==> src/rtl/decoder_scan_sequencer.sv <==
// Channel address sequencer for the 3-to-8 one-hot decoder: steps a0..a2 through
// channels with a programmable dwell, single-pass or continuous. Optional macro SCAN_MASK_EN.
module decoder_scan_sequencer #(
    parameter int DWELL_W = 8
) (
    input  logic               i_clk,
    input  logic               i_rst,
    input  logic               i_start,
    input  logic               i_stop,
    input  logic               i_mode_cont,
    input  logic [DWELL_W-1:0] i_dwell,
`ifdef SCAN_MASK_EN
    input  logic [7:0]         i_ch_mask,
`endif
    output logic               o_a0,
    output logic               o_a1,
    output logic               o_a2,
    output logic               o_valid,
    output logic               o_busy,
    output logic               o_step,
    output logic               o_done
);

    typedef enum logic [1:0] {
        ST_IDLE   = 2'd0,
        ST_SCAN   = 2'd1,
        ST_FINISH = 2'd2
    } state_t;

    localparam logic [DWELL_W-1:0] DWELL_ONE = {{(DWELL_W-1){1'b0}}, 1'b1};

    // Lowest set bit strictly above ch; bit 3 of the result flags that one exists.
    function automatic logic [3:0] next_above(input logic [7:0] mask, input logic [2:0] ch);
        logic [3:0] res;
        res = 4'b0000;
        for (int i = 7; i >= 0; i--) begin
            if (mask[i] && (i > int'(ch))) begin
                res = {1'b1, 3'(i)};
            end
        end
        return res;
    endfunction

    function automatic logic [2:0] lowest_set(input logic [7:0] mask);
        logic [2:0] res;
        res = 3'd0;
        for (int i = 7; i >= 0; i--) begin
            if (mask[i]) begin
                res = 3'(i);
            end
        end
        return res;
    endfunction

    state_t             r_state;
    logic [2:0]         r_ch;
    logic [DWELL_W-1:0] r_cnt;
    logic [DWELL_W-1:0] r_dwell_l;
    logic               r_mode_l;
    logic [7:0]         r_mask;
    logic               r_valid;
    logic               r_busy;
    logic               r_step;
    logic               r_done;

    state_t             w_next_state;
    logic [2:0]         w_next_ch;
    logic [DWELL_W-1:0] w_next_cnt;
    logic [DWELL_W-1:0] w_next_dwell_l;
    logic               w_next_mode_l;
    logic [7:0]         w_next_mask;
    logic               w_next_valid;
    logic               w_next_busy;
    logic               w_next_step;
    logic               w_next_done;
    logic [7:0]         w_mask_in;
    logic [DWELL_W-1:0] w_dwell_in;
    logic [3:0]         w_next_hit;

`ifdef SCAN_MASK_EN
    assign w_mask_in = i_ch_mask;
`else
    assign w_mask_in = 8'hFF;
`endif

    assign w_dwell_in = (i_dwell == {DWELL_W{1'b0}}) ? DWELL_ONE : i_dwell;
    assign w_next_hit = next_above(r_mask, r_ch);

    // Next-state and next-output logic; every output is registered from these values.
    always_comb begin
        w_next_state   = r_state;
        w_next_ch      = 3'd0;
        w_next_cnt     = r_cnt;
        w_next_dwell_l = r_dwell_l;
        w_next_mode_l  = r_mode_l;
        w_next_mask    = r_mask;
        w_next_valid   = 1'b0;
        w_next_busy    = 1'b0;
        w_next_step    = 1'b0;
        w_next_done    = 1'b0;
        case (r_state)
            ST_IDLE: begin
                if (i_start && !i_stop && (w_mask_in != 8'h00)) begin
                    w_next_state   = ST_SCAN;
                    w_next_ch      = lowest_set(w_mask_in);
                    w_next_cnt     = w_dwell_in;
                    w_next_dwell_l = w_dwell_in;
                    w_next_mode_l  = i_mode_cont;
                    w_next_mask    = w_mask_in;
                    w_next_valid   = 1'b1;
                    w_next_busy    = 1'b1;
                end else begin
                    w_next_state = ST_IDLE;
                end
            end
            ST_SCAN: begin
                if (i_stop) begin
                    w_next_state = ST_IDLE;
                    w_next_cnt   = {DWELL_W{1'b0}};
                end else if (r_cnt <= DWELL_ONE) begin
                    // Dwell expired: advance, wrap, or close out a single pass.
                    if (w_next_hit[3]) begin
                        w_next_ch    = w_next_hit[2:0];
                        w_next_cnt   = r_dwell_l;
                        w_next_valid = 1'b1;
                        w_next_busy  = 1'b1;
                        w_next_step  = 1'b1;
                    end else if (r_mode_l) begin
                        w_next_ch    = lowest_set(r_mask);
                        w_next_cnt   = r_dwell_l;
                        w_next_valid = 1'b1;
                        w_next_busy  = 1'b1;
                        w_next_step  = 1'b1;
                    end else begin
                        w_next_state = ST_FINISH;
                        w_next_cnt   = {DWELL_W{1'b0}};
                        w_next_busy  = 1'b1;
                        w_next_done  = 1'b1;
                    end
                end else begin
                    w_next_ch    = r_ch;
                    w_next_cnt   = r_cnt - DWELL_ONE;
                    w_next_valid = 1'b1;
                    w_next_busy  = 1'b1;
                end
            end
            ST_FINISH: begin
                w_next_state = ST_IDLE;
            end
            default: begin
                w_next_state = ST_IDLE;
                w_next_cnt   = {DWELL_W{1'b0}};
            end
        endcase
    end

    // State, counters, latched configuration and output registers.
    always_ff @(posedge i_clk) begin
        if (i_rst) begin
            r_state   <= ST_IDLE;
            r_ch      <= 3'd0;
            r_cnt     <= {DWELL_W{1'b0}};
            r_dwell_l <= DWELL_ONE;
            r_mode_l  <= 1'b0;
            r_mask    <= 8'h00;
            r_valid   <= 1'b0;
            r_busy    <= 1'b0;
            r_step    <= 1'b0;
            r_done    <= 1'b0;
        end else begin
            r_state   <= w_next_state;
            r_ch      <= w_next_ch;
            r_cnt     <= w_next_cnt;
            r_dwell_l <= w_next_dwell_l;
            r_mode_l  <= w_next_mode_l;
            r_mask    <= w_next_mask;
            r_valid   <= w_next_valid;
            r_busy    <= w_next_busy;
            r_step    <= w_next_step;
            r_done    <= w_next_done;
        end
    end

    assign o_a0    = r_ch[2];
    assign o_a1    = r_ch[1];
    assign o_a2    = r_ch[0];
    assign o_valid = r_valid;
    assign o_busy  = r_busy;
    assign o_step  = r_step;
    assign o_done  = r_done;

endmodule

==> config.mk <==
export PLATFORM = sky130hd
export DESIGN_NAME = decoder_scan_sequencer
export DESIGN_NICKNAME = d
export VERILOG_FILES = /design/src/rtl/decoder_scan_sequencer.sv
export SDC_FILE = /design/constraint.sdc
export NUM_CORES = 1
export LEC_CHECK = 0
export ABC_AREA = 1
export CAP_MARGIN = 30
export CORE_MARGIN = 4
export CORE_UTILIZATION = 38
export CTS_CLUSTER_DIAMETER = 150
export DETAILED_ROUTE_END_ITERATION = 16
export PLACE_DENSITY_LB_ADDON = 0.2
export SLEW_MARGIN = 20
export SYNTH_ARGS = -nofsm -noshare
export SYNTH_HDL_FRONTEND = slang
export SYNTH_SLANG_ARGS = --single-unit
export TNS_END_PERCENT = 30
==> constraint.sdc <==
create_clock -name i_clk -period 4.23 [get_ports i_clk]
set_clock_uncertainty 0.2 [all_clocks]
set_input_delay 1.0575 -clock i_clk [delete_from_list [all_inputs] [get_ports i_clk]]
set_output_delay 1.0575 -clock i_clk [all_outputs]
set_load 0.02 [all_outputs]
======== Word level (Yosys, flattened, before mapping) ========
Index checks and enable logic that the tools add are counted.
cells by class
  eq/ne operators ......................... 6
  muxes and demuxes ....................... 39
  bitwise operators ....................... 3
  magnitude comparators ................... 8
  add/subtract/negate cells ............... 1
  reductions and logical operators ........ 17
operators by type and width
  operator             number
  $mux 8               6
  $mux 3               10
  $mux 4               7
  $pmux 8 s3           1
  $gt 3x3->1 const A   4
  $ne 3x3->1 const B   3
  $le 8x1->1 const B   1
  $logic_and 1x1->1    8
  $logic_not 8->1      1
  $mux 1               8
  $mux 2               4
  $sub 8x1->8 const B  1
  $gt 2x3->1 const A   2
  $reduce_or 5->1      1
  $pmux 1 s2           2
  $pmux 2 s2           1
  $reduce_and 2->1     2
  $reduce_or 4->1      1
  $gt 1x3->1 const A   1
  $not 1->1            3
  $reduce_and 3->1     1
  $reduce_or 3->1      1
  $eq 2x1->1 const B   1
  $eq 2x2->1 const B   1
  3 further kinds      3
storage, ports and cells
  word-level logic and storage cells ...... 84
  input port bits ......................... 13
  register bits ........................... 27
  output and inout port bits .............. 7

======== Longest topological paths before layout ========
  word-level depth ........................ 13
  gate-level depth with buffers ........... 12
  gate-level depth less buffers ........... 12

======== Least setup slack after synthesis ========
No wires, ideal clock.
  path kind ............................... input port to flip-flop
  from .................................... input i_stop
  to ...................................... register r_cnt[1]
  cell stages on the path ................. 7
  library setup time ...................... 138 ps
  path buffers ............................ 0
  slack ................................... 2,014 ps
  required time ........................... 3,892 ps
  arrival time ............................ 1,879 ps
  cell sequence ........................... inv_1 nand2_1 inv_2 a21oi_1 inv_2 nand2_1 a21oi_2
between the ends
  longest elaborated chain between the ends .. 4
  elaborated cells between the ends (all ways) .. 6
  classes of those cells .................. eq/ne (1); mux (2); reduce/logical (3)
ends and longest elaborated chain
  element                            line  source
  from (decl)                        9     input logic i_stop,
  $logic_not 1->1                    103   if (i_start && !i_stop && (w_mask_in != 8'h00)) begin
  $logic_and 1x1->1                  103
  $ne 2x2->1 (no source line)        n/a
  $reduce_and 2->1 (no source line)  n/a
  to (signal assigned)               162   r_cnt <= {DWELL_W{1'b0}};
  to (signal assigned)               173   r_cnt <= w_next_cnt;
  to (decl)                          57    logic [DWELL_W-1:0] r_cnt;
Parallel ways exist; a longest one is shown, timed or not.
A chain may end at the register's enable or synchronous reset.

======== Final worst setup path ========
  from .................................... input i_stop
  to ...................................... register r_cnt[6]
Same word-level chain as after synthesis.

==> flow_metrics.env <==
export IMPL_grt_usage_pct=12.8
export IMPL_synth_top_area_cell="dfxtp_1"
export IMPL_multi_input_area_um2=776
export IMPL_wl_per_cell_um=11.0
export IMPL_crit_chain="clkdlybuf4s50_1, inv_1, nand2_1, inv_2, a21oi_1, inv_2, nand2_1, a21oi_2"
export IMPL_drtIter0Drc=60
export IMPL_fp_dieH_um=70.0
export IMPL_postCtsSetupBuffers=0
export IMPL_num_rows=22
export IMPL_synth_area_per_cell_um2=6.88
export IMPL_grt_overflow_total=0
export IMPL_synth_edf_count=0
export IMPL_critPathKind="in2reg"
export IMPL_hold_buffers=0
export IMPL_synth_xor_area_share_pct=0.600
export IMPL_yosys_area_share_simple_pct=34.0
export IMPL_synth_top_family_by_area="simple AND/OR/NAND/NOR gates"
export IMPL_start_kind="input port"
export IMPL_slowest_stage="a21oi_1"
export IMPL_grt_pass1_wl_um=5210
export IMPL_syn_cell_area_um2=1460
export IMPL_first_pass_iters=4
export IMPL_rrSetupSlack_ns=2.18
export IMPL_cts_tree="yes"
export IMPL_drt_vias_per_instance=4.61
export IMPL_grt_pass1_vias=1131
export IMPL_period_needed_ns=2.65
export IMPL_num_io_pins=20
export IMPL_clkTransAtPathRegs_ns=0.10
export IMPL_ys_seq_elements=27
export IMPL_synth_most_common_cell="nand2_1"
export IMPL_syn_nets=227
export IMPL_cts_buffer_depth=2
export IMPL_finalWeightedCongestion=0.815
export IMPL_cp_data_arrival_time_ns=2.58
export IMPL_insertion_delay_ns=0.27
export IMPL_synth_top_area_share_pct=37.0
export IMPL_post_route_util_pct=47.0
export IMPL_fmax_mhz=378
export IMPL_maxCapViolCount=0
export IMPL_ys_types=25
export IMPL_routed_wirelength_um=3080
export IMPL_die_w_um=70.0
export IMPL_final_max_slew_viol_count=0
export IMPL_status="complete, no violations"
export IMPL_cts_resized=0
export IMPL_synthTopCellsByArea="dfxtp_1 37%, nand2_1 13%, inv_1 6.9%"
export IMPL_hpwl_um=2430
export IMPL_setup_viol=0
export IMPL_hold_viol=0
export IMPL_start_util_pct=39.6
export IMPL_holdPathStages=2
export IMPL_cts_made_buffers=3
export IMPL_ys_top_cells_by_count="51 x nand2_1, 27 x dfxtp_1, 27 x inv_1, 19 x a21oi_1, 19 x nor2_1"
export IMPL_clock_root_buffer="clkbuf_8"
export IMPL_seq_area_um2=541
export IMPL_p_leak_nw=0.747
export IMPL_dieArea_um2=4890
export IMPL_drc=0
export IMPL_slew_limit_headroom_pct=55.1
export IMPL_via_count=1292
export IMPL_fin_crit_sh_pct=62.6
export IMPL_ys_warn_count=0
export IMPL_clock_sinks=27
export IMPL_worst_setup_path_end_kind="register"
export IMPL_synth_fa_ha_area_share_pct=1.72
export IMPL_synth_compound_area_share_pct=16.8
export IMPL_synthCells=212
export IMPL_io_buffers=19
export IMPL_htreeDepth=1
export IMPL_ys_flop_type="dfxtp_1"
export IMPL_rsz0062_at_grt="false"
export IMPL_fin_nets=248
export IMPL_drive_above_1_share_pct=12.1
export IMPL_rr_worst_depth=11
export IMPL_setup_tns_ns=0
export IMPL_async_reset_ff_share_pct=0
export IMPL_core_area_um2=3690
export IMPL_grt_max_degree=17
export IMPL_n_antenna_cell=0
export IMPL_power_per_cell_area_nw_per_um2=346
export IMPL_fillers=389
export IMPL_path_max_fanout=9
export IMPL_ir_worst_vdd_uv=167
export IMPL_synthMuxAreaShare_pct=0
export IMPL_min_path_type="reg2reg"
export IMPL_yosysSeqAreaShare_pct=37.0
export IMPL_crit_path_max_incr_delay_ns=0.52
export IMPL_grt_antenna_before_repair=0
export IMPL_synthToLayoutAreaGrowth_pct=18.9
export IMPL_cp_required_ns=4.17
export IMPL_max_slew_worst_pin_slew_ns=0.673
export IMPL_ant_nets=0
final cells by class:
class	instances	area share [%]
timing repair buffer	19	11.0
inverter	31	6.85
sequential	27	31.2
tap	48	3.46
clock inverter	1	0.433
clock buffer	3	2.38
multi-input combinational	151	44.7
kinds of logic (layout without fill, tap and decap cells):
group,after synthesis,in the layout
adders and majority gates,2,2
xor gates and xnor gates,1,1
and+or+nand+nor,104,104
DFF,27,27
buffers and inverters,34,54
AOI/OAI and AO/OA,44,44
per-layer routing:
| metal | track usage, % | wire [um] | vias up |
|---|---|---|---|
| met5 | 0 | 0 | - |
| met3 | 2.45 | 101 | 4 |
| li1 | - | - | 716 |
| met2 | 19.2 | 1280 | 18 |
| met4 | 3.19 | 31 | 0 |
| met1 | 18.7 | 1670 | 554 |
power breakdown:
part	leakage, nW	switching, W	internal (W)
clock	0.0217	0.0000818	0.0000668
combinational	0.504	0.000107	0.0000645
sequential	0.221	0.0000119	0.000268
total	0.747	0.000201	0.000400
worst paths after layout:
path	endpoint	from
worst max register to register	r_cnt[2]$_SDFFE_PP0P_	r_cnt[0]$_SDFFE_PP0P_
worst max-delay path	r_cnt[6]$_SDFFE_PP0P_	i_stop
worst min register to register	r_dwell_l[0]$_SDFFE_PP1P_	r_dwell_l[0]$_SDFFE_PP1P_
worst min-delay path	r_dwell_l[0]$_SDFFE_PP1P_	r_dwell_l[0]$_SDFFE_PP1P_
cell usage in the layout (no fill, tap or decap):
master and count:
a211oi_1 1, nand2_4 2, nand4_1 3, nor2_8 1
a21oi_1 19, inv_2 3, nor3_1 1, nand2_2 4
ha_1 2, nand3_1 13, o21ai_1 8, or2_1 3
nor2_4 3, clkinvlp_4 1, inv_4 1, nor2_2 4
o21ai_0 10, xnor2_1 1, nand2_1 51, a21oi_2 6
clkdlybuf4s50_1 19, clkbuf_8 3, dfxtp_1 27, inv_1 27
nor2_1 19
flip-flops by register name, indices dropped and copies added, names as in the netlist:
register,flops
r_mode_l,1
r_cnt,8
r_ch,3
o_done,1
o_busy,1
o_step,1
o_valid,1
r_dwell_l,8
r_mask,1
r_state,2
critical path: cells and delay by family:
kind | cells | cell delay [ns]
buf+inv | 4 | 0.74
compound gates | 2 | 0.57
simple gates | 2 | 0.21
metrics by stage:
stage	area, um^2	setup WS [ns]	hold slack, ns	instances	total power, W
after floorplan	1460	2.01	0.236	212	0.000421
after global placement	1690	1.37	0.265	276	0.000457
after detailed placement	1690	1.31	0.279	276	0.000458
after CTS	1730	1.60	0.304	280	0.000608
after global routing	1730	1.46	0.345	280	0.000639
final	1730	1.58	0.302	280	0.000601
Power figures use the tool's default switching activity.
